`src/rtl/control_unit_sequencer.sv`:
```
// Hardwired fetch/decode/execute sequencer driving the ALU system datapath.
// Optional CU_STORE16_EN macro: ST writes a full 16-bit word over T2/T3.
module control_unit_sequencer (
    input  logic        Clock,
    input  logic        Reset,
    input  logic [15:0] IROut,
    input  logic [3:0]  Flags,
    output logic [2:0]  RF_OutASel,
    output logic [2:0]  RF_OutBSel,
    output logic [2:0]  RF_FunSel,
    output logic [3:0]  RF_RegSel,
    output logic [3:0]  RF_ScrSel,
    output logic [4:0]  ALU_FunSel,
    output logic        ALU_WF,
    output logic [1:0]  ARF_OutCSel,
    output logic [1:0]  ARF_OutDSel,
    output logic [2:0]  ARF_FunSel,
    output logic [2:0]  ARF_RegSel,
    output logic        IR_LH,
    output logic        IR_Write,
    output logic        Mem_WR,
    output logic        Mem_CS,
    output logic [1:0]  MuxASel,
    output logic [1:0]  MuxBSel,
    output logic        MuxCSel,
    output logic        Halted,
    output logic        InstrDone
);

    localparam int unsigned OP_W  = 6;
    localparam int unsigned REG_W = 2;

    localparam logic [OP_W-1:0] OP_BRA  = 6'h00;
    localparam logic [OP_W-1:0] OP_BNE  = 6'h01;
    localparam logic [OP_W-1:0] OP_BEQ  = 6'h02;
    localparam logic [OP_W-1:0] OP_MOVL = 6'h03;
    localparam logic [OP_W-1:0] OP_ADD  = 6'h04;
    localparam logic [OP_W-1:0] OP_SUB  = 6'h05;
    localparam logic [OP_W-1:0] OP_AND  = 6'h06;
    localparam logic [OP_W-1:0] OP_ORR  = 6'h07;
    localparam logic [OP_W-1:0] OP_LD   = 6'h08;
    localparam logic [OP_W-1:0] OP_ST   = 6'h09;
    localparam logic [OP_W-1:0] OP_HLT  = 6'h0A;

    localparam logic [2:0] FUN_INC   = 3'b001;
    localparam logic [2:0] FUN_LOAD  = 3'b010;
    localparam logic [2:0] FUN_CLEAR = 3'b011;

    localparam logic [2:0] ARF_PC  = 3'b100;
    localparam logic [2:0] ARF_AR  = 3'b010;
    localparam logic [2:0] ARF_ALL = 3'b111;
    localparam logic [1:0] D_AR    = 2'b10;

    localparam logic [4:0] ALU_PASS_A = 5'b10000;
    localparam logic [4:0] ALU_ADD    = 5'b10100;
    localparam logic [4:0] ALU_SUB    = 5'b10110;
    localparam logic [4:0] ALU_AND    = 5'b10111;
    localparam logic [4:0] ALU_ORR    = 5'b11000;

    typedef enum logic [2:0] {
        S_RST  = 3'd0,
        S_T0   = 3'd1,
        S_T1   = 3'd2,
        S_T2   = 3'd3,
        S_T3   = 3'd4,
        S_HALT = 3'd5
    } state_t;

    state_t state;
    state_t state_next;

    logic [OP_W-1:0]  opcode;
    logic [REG_W-1:0] rx;
    logic [REG_W-1:0] dst;
    logic [REG_W-1:0] src1;
    logic [REG_W-1:0] src2;
    logic             s_bit;
    logic             flag_z;
    logic             branch_taken;
    logic             unused_bits;

    assign opcode = IROut[15:10];
    assign rx     = IROut[9:8];
    assign s_bit  = IROut[9];
    assign dst    = IROut[7:6];
    assign src1   = IROut[5:4];
    assign src2   = IROut[3:2];
    assign flag_z = Flags[3];

    assign unused_bits = ^{Flags[2:0], IROut[1:0]};

    assign branch_taken = (opcode == OP_BRA) ||
                          ((opcode == OP_BNE) && !flag_z) ||
                          ((opcode == OP_BEQ) &&  flag_z);

    // RF enable is one-hot with bit 3 selecting R1
    function automatic logic [3:0] reg_onehot(input logic [REG_W-1:0] r);
        return 4'b1000 >> r;
    endfunction

    function automatic logic [2:0] reg_sel(input logic [REG_W-1:0] r);
        return {1'b0, r};
    endfunction

    always_ff @(posedge Clock or negedge Reset) begin
        if (!Reset) begin
            state <= S_RST;
        end else begin
            state <= state_next;
        end
    end

    // Next-state and output decode; every output starts from the idle value
    always_comb begin
        state_next  = state;
        RF_OutASel  = 3'b000;
        RF_OutBSel  = 3'b000;
        RF_FunSel   = 3'b000;
        RF_RegSel   = 4'b0000;
        RF_ScrSel   = 4'b0000;
        ALU_FunSel  = 5'b00000;
        ALU_WF      = 1'b0;
        ARF_OutCSel = 2'b00;
        ARF_OutDSel = 2'b00;
        ARF_FunSel  = 3'b000;
        ARF_RegSel  = 3'b000;
        IR_LH       = 1'b0;
        IR_Write    = 1'b0;
        Mem_WR      = 1'b0;
        Mem_CS      = 1'b1;
        MuxASel     = 2'b00;
        MuxBSel     = 2'b00;
        MuxCSel     = 1'b0;
        Halted      = 1'b0;
        InstrDone   = 1'b0;

        case (state)
            S_RST: begin
                ARF_RegSel = ARF_ALL;
                ARF_FunSel = FUN_CLEAR;
                RF_RegSel  = 4'b1111;
                RF_FunSel  = FUN_CLEAR;
                state_next = S_T0;
            end

            S_T0, S_T1: begin
                ARF_OutDSel = 2'b00;
                Mem_CS      = 1'b0;
                Mem_WR      = 1'b0;
                IR_Write    = 1'b1;
                IR_LH       = (state == S_T1);
                ARF_RegSel  = ARF_PC;
                ARF_FunSel  = FUN_INC;
                state_next  = (state == S_T0) ? S_T1 : S_T2;
            end

            S_T2: begin
                InstrDone  = 1'b1;
                state_next = S_T0;
                case (opcode)
                    OP_BRA, OP_BNE, OP_BEQ: begin
                        if (branch_taken) begin
                            MuxBSel    = 2'b11;
                            ARF_FunSel = FUN_LOAD;
                            ARF_RegSel = ARF_PC;
                        end
                    end
                    OP_MOVL: begin
                        MuxASel   = 2'b11;
                        RF_FunSel = FUN_LOAD;
                        RF_RegSel = reg_onehot(rx);
                    end
                    OP_ADD, OP_SUB, OP_AND, OP_ORR: begin
                        case (opcode)
                            OP_ADD:  ALU_FunSel = ALU_ADD;
                            OP_SUB:  ALU_FunSel = ALU_SUB;
                            OP_AND:  ALU_FunSel = ALU_AND;
                            default: ALU_FunSel = ALU_ORR;
                        endcase
                        RF_OutASel = reg_sel(src1);
                        RF_OutBSel = reg_sel(src2);
                        ALU_WF     = s_bit;
                        MuxASel    = 2'b00;
                        RF_FunSel  = FUN_LOAD;
                        RF_RegSel  = reg_onehot(dst);
                    end
                    OP_LD: begin
                        ARF_OutDSel = D_AR;
                        Mem_CS      = 1'b0;
                        Mem_WR      = 1'b0;
                        MuxASel     = 2'b10;
                        RF_FunSel   = FUN_LOAD;
                        RF_RegSel   = reg_onehot(rx);
                    end
                    OP_ST: begin
                        RF_OutASel  = reg_sel(rx);
                        ALU_FunSel  = ALU_PASS_A;
                        MuxCSel     = 1'b0;
                        ARF_OutDSel = D_AR;
                        Mem_CS      = 1'b0;
                        Mem_WR      = 1'b1;
`ifdef CU_STORE16_EN
                        // Low byte now; AR steps so T3 addresses the high byte
                        ARF_RegSel  = ARF_AR;
                        ARF_FunSel  = FUN_INC;
                        InstrDone   = 1'b0;
                        state_next  = S_T3;
`endif
                    end
                    OP_HLT: begin
                        state_next = S_HALT;
                    end
                    default: begin
                    end
                endcase
            end

            S_T3: begin
`ifdef CU_STORE16_EN
                RF_OutASel  = reg_sel(rx);
                ALU_FunSel  = ALU_PASS_A;
                MuxCSel     = 1'b1;
                ARF_OutDSel = D_AR;
                Mem_CS      = 1'b0;
                Mem_WR      = 1'b1;
                InstrDone   = 1'b1;
`endif
                state_next  = S_T0;
            end

            S_HALT: begin
                Halted     = 1'b1;
                state_next = S_HALT;
            end

            default: begin
                state_next = S_RST;
            end
        endcase
    end

endmodule

```
`config.mk`:
```
export PLATFORM = sky130hd
export DESIGN_NAME = control_unit_sequencer
export DESIGN_NICKNAME = d
export VERILOG_FILES = /design/src/rtl/control_unit_sequencer.sv
export SDC_FILE = /design/constraint.sdc
export NUM_CORES = 1
export LEC_CHECK = 0
export ABC_CLOCK_PERIOD_IN_PS = 3600
export CAP_MARGIN = 20
export CORE_AREA = 5 5 53 55
export CTS_CLUSTER_SIZE = 25
export DETAILED_ROUTE_END_ITERATION = 8
export DIE_AREA = 0 0 58 60
export PLACE_DENSITY = 0.81
export SKIP_CTS_REPAIR_TIMING = 1
export SLEW_MARGIN = 30
export SYNTH_ARGS = -nofsm -noshare
export SYNTH_HDL_FRONTEND = slang
export SYNTH_SLANG_ARGS = --single-unit
```
`constraint.sdc`:
```
create_clock -name Clock -period 3.6 [get_ports Clock]
set_input_delay 0.72 -clock Clock [delete_from_list [all_inputs] [get_ports Clock]]
set_output_delay 0.72 -clock Clock [all_outputs]
set_load 0.02 [all_outputs]
```
== After elaboration in Yosys (flattened, before gate mapping) ==
Index checks and enable logic that the tools add are counted.

* Flip-flop bits (word level): 3
* Input port bits: 22
* Logic and storage cells: 69

* Equal/unequal tests: 15
* Shift-type cells: 2
* Multiplexer cells: 37
* Reduce and logical (&&, ||, !) cells: 14

{| class="wikitable"
|+ Operators with widths
! kind !! count
|-
| $eq A6 B3 Y1 const B || 4
|-
| $mux W2 || 11
|-
| $eq A6 B4 Y1 const B || 3
|-
| $pmux W4 S2 || 2
|-
| $eq A6 B2 Y1 const B || 2
|-
| $mux W3 || 4
|-
| $pmux W2 S2 || 3
|-
| $pmux W3 S4 || 1
|-
| $pmux W4 S3 || 1
|-
| $mux W1 || 10
|-
| $pmux W5 S2 || 1
|-
| $pmux W3 S3 || 1
|-
| $reduce_or A2 Y1 || 4
|-
| $shr A4 B2 Y4 const A || 2
|-
| $eq A3 B2 Y1 const B || 2
|-
| $eq A3 B3 Y1 const B || 2
|-
| $eq A6 B1 Y1 const B || 1
|-
| $logic_not A6 Y1 || 1
|-
| $pmux W2 S3 || 1
|-
| $reduce_or A6 Y1 || 1
|-
| $mux W5 || 1
|-
| $reduce_or A4 Y1 || 1
|-
| $eq A3 B1 Y1 const B || 1
|-
| $logic_not A3 Y1 || 1
|-
| 5 further kinds || 7
|}

== Logic depth before layout (Yosys ltp) ==
* Depth in word-level cells: 7
* Depth in mapped cells: 6
* Depth with buffers taken out: 4

== Least setup slack after synthesis ==
No wires, ideal clock.

* Kind: input -> output
* Start: input IROut[11]
* End: output RF_RegSel[2]
* Data arrival time: 1.815 ns
* Required time: 2.880 ns
* Path slack: 1.065 ns
* Stages on the path: 4
* Path buffers: 1
* Path through: buf_2 nor3b_2 o211ai_2 o311ai_1

* Longest elaborated chain between the ends: 4
* Elaborated cells on any way between the ends: 10

{| class="wikitable"
|+ Ends and longest elaborated chain
! element !! RTL line !! RTL
|-
| start, declared || 6 || <nowiki>input logic [15:0] IROut,</nowiki>
|-
| $eq A6 B3 Y1, or another cell as far along || 160 || <nowiki>case (opcode)</nowiki>
|-
| $reduce_or A4 Y1 or $reduce_or A2 Y1 (tied branches) || n/a ||
|-
| $pmux W4 S2 (*) || 160 ||
|-
| $pmux W4 S2 (*) || 137 || <nowiki>case (state)</nowiki>
|-
| end, declared || 11 || <nowiki>output logic [3:0] RF_RegSel,</nowiki>
|}

Every way passes the cells marked *; elsewhere a longest branch is shown, timed or not.

== Worst setup path in the final report ==
* Start: input IROut[15]
* End: output RF_RegSel[2]

The elaborated chain is that of the path after synthesis.

==> run summary <==
post-route ant nets: 0
DRC viols: 0
power per cell area: 567 nW/um^2
Ys Warns: 0
total clock buffers created by CTS: 3
Post-Route Utilization: 47.9%
vias in the first global route: 804
crit-path max cell delay: 670 ps
Die Y: 60 um
Port Buffers: 48
Rel. slew slack: 65.1%
RSZ-0062 raised after global routing: false
# diodes: 0
Final Hold Viols: 0
VDD IR-drop max: 430 uV
area leader, netlist: buf_4
worst-path cell chain: clkdlybuf4s50_1, nor3_2, o211ai_2, o311ai_1, clkdlybuf4s50_1
clk_lat worst skew: 250 ps
CP startpoint kind: input port
clock root cell: clkbuf_4
CP required: 2880 ps
CP endpoint kind: primary output
top_reg_cell synth: dfrtp_1
first-pass GRT wire length: 3460 um
asr flop ratio synth: 100%
DRT Wirelength: 2300 um
Detailed Routing Iterations Pass 1: 3
largest fanout on the critical path: 6
clock skew: 6.81 ps
wire length per cell: 13.9 um
crit path kind: in2out
Core ar.: 2340 sq um
Biggest register: state
synthesis-to-layout area growth: 69.2%
Starting DRT DRC Count: 31
initial antenna violation count: 0
total track usage: 13.1%
DR vias/cell: 4.74
Buf/Inv on CP: 2
Longest Clk Path Bufs: 2
H-tree depth: 1
Period minus WS final: 3480 ps
setup TNS: 0 ps
most used cell, CP: clkdlybuf4s50_1
Sink Count: 3
# IOs: 66
register bit count reported by yosys: 3
fraction of layout cells with a size suffix above 1: 15.6%
GRT overflow: 0
Tcrit/Tclk final: 96.6%
post-synthesis cell area: 663 sq um
MaxCap Viol Count: 0
clock-pin slew on the worst setup and hold paths: 40 ps
share of the synthesized area in the top cell type: 17.0%
number of flip-flops in the largest register: 3
top cells by area, synth: buf_4, dfrtp_1, nor2_1
CP top delay family: buffers and inverters
outcome: complete, no violations
Hold WC Path Type: in2async
dpl hpwl: 1800 um
biggest regs: state x3
CP arrival: 2760 ps
number of synthesized flops with an enable pin: 0
row count: 18
largest net degree at the start of global routing: 14
Max Clock Freq: 287 MHz
register area share after synthesis: 11.3%
commonest cells in the netlist: buf_4, nor2_1, inv_1, nand2_1, buf_2
Final setup viols: 0
max-slew violation count: 0
TritonCTS clock tree: done
Synth cell types: 37
Starting Density: 28.3%
CP max stage cell: clkdlybuf4s50_1
Mapped Cells: 90
most common cell in the synthesized netlist: buf_4
leakage power: 0.496 nW
NumNets Final: 158
worst slew pin tran: 521 ps
Vias: 782
area of the die: 3480 sq um
die span in x: 58 um
Mean Syn Cell Area: 7.37 sq um
routability cong.: 0.831
-- metal layers --
layer | share of wire (%) | up-vias | global-route usage (%)
met1 | 42 | 352 | 13.6
li1 | - | 375 | -
met2 | 45 | 50 | 22.6
met5 | 0 | - | 0
met4 | 2.5 | 0 | 9.60
met3 | 11 | 5 | 3.46
-- worst paths after layout --
kind,start,end,slack [ps],cells past startpoint
min in group Clock,state[2],state[1],650,1
setup reg to reg,state[2],state[2],2290,3
max in group asynchronous,Reset,state[1],2820,1
hold / removal,Reset,state[2],640,1
hold reg to reg,state[2],state[1],650,1
setup / recovery,IROut[15],RF_RegSel[2],120,5
-- cells in the final DEF, fill, tap and decap left out, drive strengths merged, types with 2 or more instances in the layout --
master	n
dfrtp	3
buf	3
a21oi	4
inv	7
nor2	8
clkbuf	4
a32o	2
a41oi	2
or3	2
conb	12
nand4	2
clkdlybuf4s50	48
and2	2
and3b	2
nor3	2
o21ai	3
nand2	8
o311ai	2
nor3b	4
xnor2	2
and3	4
-- stage by stage --
stage | cell area, sq um | total power [mW] | hold WS [ps] | std cells | worst slack [ps]
2_1_floorplan | 704 | 0.377 | 424 | 101 | 1070
3_3_place_gp | 1100 | 0.559 | 609 | 161 | 196
3_5_place_dp | 1100 | 0.572 | 622 | 161 | 137
4_1_cts | 1120 | 0.639 | 637 | 165 | 130
5_1_grt | 1120 | 0.676 | 646 | 165 | 30.4
6_report | 1120 | 0.636 | 640 | 165 | 121
-- where the power goes --
part | total [mW] | switching [mW] | leakage, nW | internal (mW)
logic | 0.492 | 0.260 | 0.444 | 0.233
clock network | 0.0667 | 0.0247 | 0.0150 | 0.0420
registers | 0.0773 | 0.0318 | 0.0364 | 0.0455
total | 0.636 | 0.316 | 0.496 | 0.320
-- cell type report --
class                           count  area, sq um
Fill cell                         240         1220
Inverter                            7         26.3
Sequential cell                     3         75.1
Tap cell                           30         37.5
Timing Repair Buffer               51          503
Multi-Input combinational cell     70          454
Clock buffer                        4         26.3
-- worst register-to-register path, delay by kind of cell (launching register included) --
family,cells,cell delay (ps)
compound gates,1,160
flops,1,480
simple gates,2,580
-- cell families (layout without fill, tap and decap cells) --
family | count (synthesis) | count (layout) | share of synthesized area [%]
other cells | 1 | 12 | 0.565
buf+inv | 28 | 62 | 26.4
simple gates | 38 | 38 | 38.7
compound gates | 17 | 17 | 18.9
mux | 1 | 1 | 1.51
xor+xnor | 2 | 2 | 2.64
flops | 3 | 3 | 11.3
No activity file was read; power rests on OpenSTA's default activity.
